<file path="src/rtl/ex_stage_ctrl.sv">
// EX-stage sequencer for the 5-stage MIPS core: DX/XM/MW slot tracking, forwarding, hazards.
// Optional stall/hold cycle counter enabled by defining EX_STALL_CNT_EN.
module ex_stage_ctrl #(
    parameter int NREG_BITS = 5,
    parameter int CTR_BITS  = 3,
    parameter int CNT_W     = 16
) (
    input  logic                 clk,
    input  logic                 rst,
    input  logic                 id_valid,
    input  logic [5:0]           id_opcode,
    input  logic [5:0]           id_funct,
    input  logic [NREG_BITS-1:0] id_rs,
    input  logic [NREG_BITS-1:0] id_rt,
    input  logic [NREG_BITS-1:0] id_rd,
    input  logic                 id_use_rs,
    input  logic                 id_use_rt,
    input  logic                 id_wen,
    input  logic                 flush_req,
    input  logic                 mem_hold,
    output logic                 id_stall,
    output logic [NREG_BITS-1:0] dx_rd,
    output logic [CTR_BITS-1:0]  ex_alu_ctr,
    output logic [1:0]           fwd_a,
    output logic [1:0]           fwd_b,
    output logic                 ex_illegal,
`ifdef EX_STALL_CNT_EN
    output logic [CNT_W-1:0]     stall_cnt,
    input  logic                 cnt_clr,
`endif
    output logic [1:0]           state
);

    typedef enum logic [1:0] {
        S_RUN   = 2'd0,
        S_STALL = 2'd1,
        S_FLUSH = 2'd2,
        S_HOLD  = 2'd3
    } state_t;

    state_t state_q, state_nxt;

    logic                 dx_valid, dx_wen, dx_is_load, dx_use_rs, dx_use_rt;
    logic [NREG_BITS-1:0] dx_rs, dx_rt;
    logic                 xm_valid, xm_wen, xm_is_load;
    logic [NREG_BITS-1:0] xm_rd;
    // MW only feeds forwarding; its load flag has no consumer and is not kept.
    logic                 mw_valid, mw_wen;
    logic [NREG_BITS-1:0] mw_rd;

    logic [CTR_BITS-1:0]  dec_ctr;
    logic                 dec_illegal;
    logic                 dec_is_load;
    logic                 load_use;

    function automatic logic slot_hit(input logic v, input logic w,
                                      input logic [NREG_BITS-1:0] rd,
                                      input logic [NREG_BITS-1:0] r);
        return v && w && (rd != '0) && (rd == r);
    endfunction

    always_comb begin
        dec_ctr     = '0;
        dec_illegal = 1'b0;
        case (id_opcode)
            6'h00: begin
                case (id_funct)
                    6'h20:   dec_ctr = CTR_BITS'(0);
                    6'h22:   dec_ctr = CTR_BITS'(1);
                    6'h2A:   dec_ctr = CTR_BITS'(2);
                    default: dec_illegal = 1'b1;
                endcase
            end
            6'h23, 6'h2B, 6'h08: dec_ctr = CTR_BITS'(0);
            default:             dec_illegal = 1'b1;
        endcase
    end

    assign dec_is_load = (id_opcode == 6'h23);

    assign load_use = id_valid && dx_is_load &&
                      ((id_use_rs && slot_hit(dx_valid, dx_wen, dx_rd, id_rs)) ||
                       (id_use_rt && slot_hit(dx_valid, dx_wen, dx_rd, id_rt)));

    // State records which branch the last edge took.
    always_ff @(posedge clk or posedge rst) begin
        if (rst) state_q <= S_RUN;
        else     state_q <= state_nxt;
    end

    always_comb begin
        state_nxt = S_RUN;
        if (mem_hold)       state_nxt = S_HOLD;
        else if (flush_req) state_nxt = S_FLUSH;
        else if (load_use)  state_nxt = S_STALL;
    end

    always_comb begin
        state    = state_q;
        id_stall = !rst && ((state_nxt == S_STALL) || (state_nxt == S_HOLD));
    end

    always_ff @(posedge clk or posedge rst) begin
        if (rst) begin
            dx_valid   <= 1'b0;
            dx_wen     <= 1'b0;
            dx_is_load <= 1'b0;
            dx_use_rs  <= 1'b0;
            dx_use_rt  <= 1'b0;
            dx_rs      <= '0;
            dx_rt      <= '0;
            dx_rd      <= '0;
            ex_alu_ctr <= '0;
            ex_illegal <= 1'b0;
            xm_valid   <= 1'b0;
            xm_wen     <= 1'b0;
            xm_is_load <= 1'b0;
            xm_rd      <= '0;
            mw_valid   <= 1'b0;
            mw_wen     <= 1'b0;
            mw_rd      <= '0;
        end else if (state_nxt != S_HOLD) begin
            xm_valid   <= dx_valid;
            xm_wen     <= dx_wen;
            xm_is_load <= dx_is_load;
            xm_rd      <= dx_rd;
            mw_valid   <= xm_valid;
            mw_wen     <= xm_wen;
            mw_rd      <= xm_rd;
            case (state_nxt)
                S_FLUSH: dx_valid <= 1'b0;
                S_STALL: begin
                    dx_valid   <= 1'b0;
                    dx_wen     <= 1'b0;
                    dx_is_load <= 1'b0;
                    dx_use_rs  <= 1'b0;
                    dx_use_rt  <= 1'b0;
                    dx_rs      <= '0;
                    dx_rt      <= '0;
                    dx_rd      <= '0;
                    ex_alu_ctr <= '0;
                    ex_illegal <= 1'b0;
                end
                default: begin
                    dx_valid   <= id_valid;
                    dx_wen     <= id_wen;
                    dx_is_load <= dec_is_load;
                    dx_use_rs  <= id_use_rs;
                    dx_use_rt  <= id_use_rt;
                    dx_rs      <= id_rs;
                    dx_rt      <= id_rt;
                    dx_rd      <= id_rd;
                    ex_alu_ctr <= dec_ctr;
                    ex_illegal <= dec_illegal;
                end
            endcase
        end
    end

    // A load still in XM has no data yet; the stall guarantees it is taken from MW instead.
    always_comb begin
        fwd_a = 2'd0;
        if (dx_use_rs && slot_hit(xm_valid, xm_wen, xm_rd, dx_rs) && !xm_is_load)
            fwd_a = 2'd1;
        else if (dx_use_rs && slot_hit(mw_valid, mw_wen, mw_rd, dx_rs))
            fwd_a = 2'd2;
    end

    always_comb begin
        fwd_b = 2'd0;
        if (dx_use_rt && slot_hit(xm_valid, xm_wen, xm_rd, dx_rt) && !xm_is_load)
            fwd_b = 2'd1;
        else if (dx_use_rt && slot_hit(mw_valid, mw_wen, mw_rd, dx_rt))
            fwd_b = 2'd2;
    end

`ifdef EX_STALL_CNT_EN
    always_ff @(posedge clk or posedge rst) begin
        if (rst)
            stall_cnt <= '0;
        else if (cnt_clr)
            stall_cnt <= '0;
        else if (((state_nxt == S_STALL) || (state_nxt == S_HOLD)) && (stall_cnt != '1))
            stall_cnt <= stall_cnt + CNT_W'(1);
    end
`endif

endmodule

</file>
<file path="config.mk">
export PLATFORM = sky130hd
export DESIGN_NAME = ex_stage_ctrl
export DESIGN_NICKNAME = d
export VERILOG_FILES = /design/src/rtl/ex_stage_ctrl.sv
export SDC_FILE = /design/constraint.sdc
export NUM_CORES = 1
export LEC_CHECK = 0
export BUFFER_PORTS_ARGS = -buffer_cell sky130_fd_sc_hd__buf_2
export CORE_MARGIN = 10
export CORE_UTILIZATION = 56
export CTS_CLUSTER_SIZE = 24
export DETAILED_ROUTE_END_ITERATION = 10
export MAX_ROUTING_LAYER = met4
export PLACE_DENSITY = 0.94
export SLEW_MARGIN = 40
export SYNTH_ARGS = -nofsm -noshare
export SYNTH_HDL_FRONTEND = slang
export SYNTH_SLANG_ARGS = --single-unit
export TNS_END_PERCENT = 30
</file>
<file path="constraint.sdc">
create_clock -name clk -period 5.9 [get_ports clk]
set_clock_uncertainty 0.1 [all_clocks]
set_input_delay 0.295 -clock clk [delete_from_list [all_inputs] [get_ports clk]]
set_output_delay 0.295 -clock clk [all_outputs]
set_load 0.005 [all_outputs]
</file>
; ---- Yosys cells after proc, flatten, opt, wreduce, memory -nomap -nowiden
; Index checks and enable logic that the tools add are counted.
[totals]
wordCells = 91
ramBits = 0
register_bits = 41
in_bits = 35
output_inout_bits = 16
mem_count = 0
latchBits = 0
romBits = 0
[classes]
n_mux = 21
n_lt_le_gt_ge = 0
div_mod_pow = 0
shift = 0
n_reduce_logical = 35
n_eq_ne = 16
mul = 0
add_sub_neg = 0
bitwise = 1
[ops]
columns = op, count
row1 = 5-bit == test, 6
row2 = "6-bit == test, second input constant", 5
row3 = 5-bit case mux with 2 select lines, 3
row4 = 1-bit logical AND, 23
row5 = 5-bit nonzero test, 3
row6 = 2-bit 2-to-1 mux, 7
row7 = 1-bit case mux with 2 select lines, 6
row8 = "6-bit by 4-bit == test with 1-bit output, second input constant", 1
row9 = 6-bit logical NOT, 1
row10 = 3-bit case mux with 2 select lines, 1
row11 = 3-bit OR reduction, 2
row12 = "2-bit == test, second input constant", 2
row13 = 2-bit case mux with 2 select lines, 1
row14 = 1-bit 2-to-1 mux, 3
row15 = "2-bit by 1-bit == test with 1-bit output, second input constant", 1
row16 = 1-bit logical NOT, 2
row17 = 1-bit logical OR, 2
row18 = "2-bit != test, second input constant", 1
row19 = 2-bit AND reduction, 1
row20 = 2-bit OR reduction, 1
row21 = 1-bit inverter, 1

; ---- Logic depth before layout (Yosys ltp)
[logic_depth]
ltp_word = 12
depth_mapped = 9
depth_no_buf = 9

; ---- Worst setup path before layout
; Ideal clock, no wire load.
[synth_path]
path_kind = flip-flop to flip-flop
from = register dx_rd[1]
to = register dx_rd[0]
setup_time_ns = 0.066
arrival_time_ns = 2.292
setup_slack_ns = 3.442
period_less_slack_ns = 2.458
required_ns = 5.734
path_buffers = 1
path_stages_with_launch = 9
cell_sequence = dfrtp_1 > or4_1 > nor2_1 > nor4_1 > a21o_1 > ha_1 > nor3_2 > clkbuf_1 > a22o_1
[synth_via]
elab_chain_len = 12
elab_cells_between_ends = 19
cone_classes = 5 x eq/ne / 4 x mux / 1 x bitwise / 9 x reduce/logical
[synth_rtl]
columns = item, line_no
row1 = from (decl), 22  ; output logic [NREG_BITS-1:0] dx_rd,
row2 = from (signal assigned), 152  ; dx_rd <= id_rd;
row3 = 5-bit nonzero test, 59  ; return v && w && (rd != '0) && (rd == r);
row4 = 1-bit logical AND (2 in a row), 59
row5 = "1-bit logical AND, on equally long branches", "82, 83"
row6 = 1-bit logical OR (*), 82  ; ((id_use_rs && slot_hit(dx_valid, dx_wen, dx_rd, id_rs)) ||
row7 = 1-bit logical AND (*), 81  ; assign load_use = id_valid && dx_is_load &&
row8 = 1-bit 2-to-1 mux (*), 95  ; else if (load_use) state_nxt = S_STALL;
row9 = 2-bit 2-to-1 mux (*), 94  ; else if (flush_req) state_nxt = S_FLUSH;
row10 = 2-bit 2-to-1 mux (*), 93  ; if (mem_hold) state_nxt = S_HOLD;
row11 = 2-bit == test, 130  ; case (state_nxt)
row12 = 1-bit inverter (no source line), -
row13 = 2-bit AND reduction (no source line), -
; Every way passes the cells marked *; elsewhere a longest branch is shown, timed or not.
; A chain may end at the register's enable or synchronous reset.

; ---- Final worst setup path
[layout_path]
from = register dx_rd[1]
to = register ex_alu_ctr[0]
[layout_via]
elab_chain_len = 12
elab_cells_between_ends = 19
cone_classes = 5 x eq/ne / 4 x mux / 1 x bitwise / 9 x reduce/logical
[layout_rtl]
columns = item, line_no
row1 = 5-bit nonzero test, 59
row2 = 1-bit logical AND (2 in a row), 59
row3 = "1-bit logical AND, on equally long branches", "82, 83"
row4 = 1-bit logical OR (*), 82
row5 = 1-bit logical AND (*), 81
row6 = 1-bit 2-to-1 mux (*), 95
row7 = 2-bit 2-to-1 mux (*), 94
row8 = 2-bit 2-to-1 mux (*), 93
row9 = 2-bit == test, 130
row10 = 1-bit inverter (no source line), -
row11 = 2-bit AND reduction (no source line), -
row12 = to (signal assigned), 153  ; ex_alu_ctr <= dec_ctr;
row13 = to (decl), 23  ; output logic [CTR_BITS-1:0] ex_alu_ctr,
; Every way passes the cells marked *; elsewhere a longest branch is shown, timed or not. The select of a mux whose other input is x is not followed.

==> results.md <==
- The run finished with clean final reports.
- Across all layers, the routed design uses 1527 vias.
- For this design the top-level I/O count stands at 51.
- Dividing the detail-routed via count by the number of cells gives 5.677.
- The maximum clock frequency is 327.5 MHz.
- In this run the power density over the cells is 285.8 nW/um2.
- Entering global routing, the biggest net connects 42 pins.
- The worst setup slack for register-to-register paths is 2850 ps.
- The worst setup slack after placement is 2936 ps.
- The number of buffers inserted by post-CTS setup repair is 0.
- The synthesis-to-layout area growth is 18.59%.
- The post-detailed-placement half-perimeter wirelength is 3885 um.
- The die extent in x is 79.64 um.
- The tree built by TritonCTS fans out to 40 sinks.
- On the final layout, the worst hold slack is 57.73 ps.
- The die outline area is 6343 um2.
- Across the VDD grid, the largest voltage drop is 0.2445 mV.
- Across the run, the number of max-cap violations was 0.
- The type of the setup path with the least slack is reg -> reg.
- The initial antenna violation count was 0.
- For the pin with the worst max-slew slack, the measured transition is 788.0 ps.
- In the final layout, the share of cells above drive strength 1 is 0.2825.
- The number of antenna cells inserted is 0.
- The number of nets still failing antenna checks after routing is 0.
- In this run the power spent charging and discharging nets is 0.1992 mW.
- The TritonCTS buffer count is 5.
- Counting distinct cell types in the post-synthesis netlist gives 34.
- At the later pin of the worst-skew pair, clock insertion delay measures 350 ps.
- The worst hold path class is in -> reg.
- The number of global-route vias before repair was 1701.
- The element type at the critical path end is a register.
- For this run, asynchronously set or reset flops after synthesis account for 1.000.
- Setup repair after global routing left no endpoint under its margin.
- Gates resized during post-CTS repair numbered 0.
- The height of the die is 79.64 um.
- In this run the worst path has a maximum fanout of 19.
- Input and output buffers added on the ports amount to 49.
- For this configuration, the core starts out at a cell density of 0.5877.
- The largest buffer count on any clock path is 2.
- At the end of routability-driven placement, the weighted congestion stood at 0.8812.
- The root buffer cell is sky130_fd_sc_hd__clkbuf_4.
- The number of max-slew violations in the final report is 0.
- In this design, the stage delay of the slowest critical-path cell is 590 ps.
- In the post-route analysis, the smallest setup slack over all paths is 2847 ps.
- The number of H-tree branching levels is 2.
- Headroom to the max-slew limit came out at 0.4747.
- Clock-pin slew was measured on the worst setup and hold paths at 120 ps.
- The iteration count of the initial detailed-routing pass is 4.
- The switching share of power is 0.2950.
- The mapped netlist covers 1992 um2.
- The fraction of the core area covered by cells at the end of the flow is 0.6969.
- The violation count after the first detailed-routing iteration is 76.
- The synthesized design contains 0 enable-type register cells.
- The final critical path time including I/O delays and setup is 3053 ps.
- The signal on the critical path passes through or4_1, nor2_1, nor4_1, a21o_1, ha_1, nor3_4, nand2_1, o31ai_1.
- The static leakage is 1.096 nW.
- The number of hold violations in the final report is 0.
- For this design, the slowest cell found on the critical path is sky130_fd_sc_hd__or4_1.
- The clock network fraction of design power is 0.262.
- The highest metal layer with signal wires is met4.
- The number of buffers inserted by hold repair at cts is 1.
- After detailed routing, the number of remaining DRC violations is 0.
- Wires add up to 5067 um.
- The share of total power dissipated in sequential elements is 0.533.
- The part of the cycle the worst path needs is 0.5175.
- In this run, synthesis produced a sequential element count of 40.
- The sequential-to-total area share from yosys stat is 0.5025.
- The top flip-flop cell by instance count after synthesis is sky130_fd_sc_hd__dfrtp_1.
- The per-instance average area after synthesis is 11.65 um2.
- The aggregate negative setup slack is 0 ps.
- Internal power comes to 0.4760 mW.
- The count of yosys warnings during synthesis is 0.
- The first-pass GRT wire length is 8307 um.
- Of the total power, combinational logic draws 0.205.
- The post-synthesis net count is 208.
- Dividing the detail-routed wire length by the instance count gives 18.84 um.
- The data arrival time of the worst path is 3220 ps.
- Summed over all nets, wire length on met3 after detailed routing comes to 245 um.
- For this run, the post-layout net count is 259.
- The length of routed wiring on met1 is 2151 um.
- The floorplan row count is 21.
- Summed over all nets, wire length on met2 after detailed routing comes to 2569 um.
- The kind of start point of the critical path is a register.
- Synthesis produced a netlist whose cell count is 171.
- The area of the core is 3390 um2.
- At the worst endpoint, the required time is 6060 ps.
- TritonCTS built the clock tree.
- The global-route usage over all layers is 0.1708.
- Setup violations remaining at the end of the flow were counted as 0.
- The total congestion overflow after global routing is 0.
power groups by stage:
stage	clock [mW]	sequential [mW]	combinational, mW
after CTS	0.179	0.358	0.141
final	0.177	0.360	0.139
after floorplan	0	0.350	0.0981
after global placement	0	0.360	0.131
after global routing	0.188	0.364	0.154
after detailed placement	0	0.364	0.138
cell usage in the layout, fill, tap and decap left out, types with 3 or more instances in the layout:
cell / count
sky130_fd_sc_hd__o21ai_1: 3
sky130_fd_sc_hd__inv_1: 3
sky130_fd_sc_hd__or4_1: 3
sky130_fd_sc_hd__xnor2_1: 22
sky130_fd_sc_hd__nor2_1: 4
sky130_fd_sc_hd__clkbuf_4: 5
sky130_fd_sc_hd__nand2_1: 11
sky130_fd_sc_hd__xor2_1: 8
sky130_fd_sc_hd__a22o_1: 19
sky130_fd_sc_hd__nor4_1: 4
sky130_fd_sc_hd__mux2_1: 15
sky130_fd_sc_hd__buf_2: 49
sky130_fd_sc_hd__nand4_1: 4
sky130_fd_sc_hd__dfrtp_1: 40
sky130_fd_sc_hd__nand3_1: 3
Yosys cell counts, types with 2 or more instances:
library cell / instances / area, um2
sky130_fd_sc_hd__ha_1: 2 / 25.02
sky130_fd_sc_hd__dfrtp_1: 40 / 1001
sky130_fd_sc_hd__a21o_1: 2 / 15.01
sky130_fd_sc_hd__nor3_2: 3 / 30.03
sky130_fd_sc_hd__nor4_1: 4 / 25.02
sky130_fd_sc_hd__or4_1: 3 / 22.52
sky130_fd_sc_hd__mux2_1: 15 / 168.9
sky130_fd_sc_hd__a21oi_1: 2 / 10.01
sky130_fd_sc_hd__nand4_1: 4 / 25.02
sky130_fd_sc_hd__nor2_1: 4 / 15.01
sky130_fd_sc_hd__xor2_1: 8 / 70.07
sky130_fd_sc_hd__o21ai_1: 3 / 15.01
sky130_fd_sc_hd__nor3_1: 2 / 10.01
sky130_fd_sc_hd__inv_1: 3 / 11.26
sky130_fd_sc_hd__buf_2: 2 / 10.01
sky130_fd_sc_hd__nand2b_1: 2 / 12.51
sky130_fd_sc_hd__nand3_1: 3 / 15.01
sky130_fd_sc_hd__clkbuf_1: 4 / 15.01
sky130_fd_sc_hd__nand2_1: 11 / 41.29
sky130_fd_sc_hd__a22o_1: 19 / 166.4
sky130_fd_sc_hd__xnor2_1: 22 / 192.7
flip-flops by register name (all words and copies together) (netlist names), 2 cells and up:
| name | count |
|---|---|
| state | 2 |
| dx_rs | 5 |
| xm_rd | 5 |
| dx_rd | 5 |
| ex_alu_ctr | 2 |
| mw_rd | 5 |
| dx_rt | 5 |
cell type report:
cell class | instances | area (um2)
Tap cell | 46 | 57.56
Inverter | 4 | 15.01
Multi-Input combinational cell | 120 | 949.7
Fill cell | 227 | 1027
Clock inverter | 2 | 35.03
Sequential cell | 40 | 1001
Clock buffer | 6 | 41.29
Timing Repair Buffer | 51 | 262.8
routing by layer:
layer | global-route usage | vias up
li1 | - | 720
met1 | 0.1961 | 737
met2 | 0.2921 | 58
met3 | 0.03604 | 12
met4 | 0.05018 | 0
met5 | - | -
stage by stage:
step                cell area, um2  power (mW)  std cells
floorplan                     1992      0.4479        171
global placement              2270      0.4913        260
detailed placement            2276      0.5022        260
CTS                           2362      0.6784        269
global route                  2362      0.7068        269
finish                        2362      0.6752        269
cells by family (layout without fill, tap and decap cells):
family,Yosys count,after routing,share of synthesized area
DFF,40,40,0.5025
and+or+nand+nor,40,40,0.1137
AOI/OAI and AO/OA,32,32,0.1288
xor gates and xnor gates,30,30,0.1319
muxes,15,15,0.08480
buffers and inverters,11,63,0.02387
adders and majority gates,2,2,0.01256
other,1,1,0.001883
worst paths after layout:
check                                       startpoint                         to  cells past startpoint
worst max-delay path              dx_rd[1]$_DFFE_PP0P_  ex_alu_ctr[0]$_DFFE_PP0P_                      8
worst min-delay path                          id_rd[1]       dx_rd[1]$_DFFE_PP0P_                      2
worst max register to register    dx_rd[1]$_DFFE_PP0P_  ex_alu_ctr[0]$_DFFE_PP0P_                      8
worst min register to register  xm_is_load$_DFFE_PP0P_     xm_is_load$_DFFE_PP0P_                      1
max in group asynchronous                          rst     dx_is_load$_DFFE_PP0P_                      4
min in group asynchronous                          rst  ex_alu_ctr[0]$_DFFE_PP0P_                      4
worst max-delay path: cells and delay by family (launching register included):
kind | cells | cell delay, ps
flops | 1 | 470
fa+ha+maj | 1 | 260
simple gates | 5 | 1650
compound gates | 2 | 480
(Power assumes the default switching activity.)
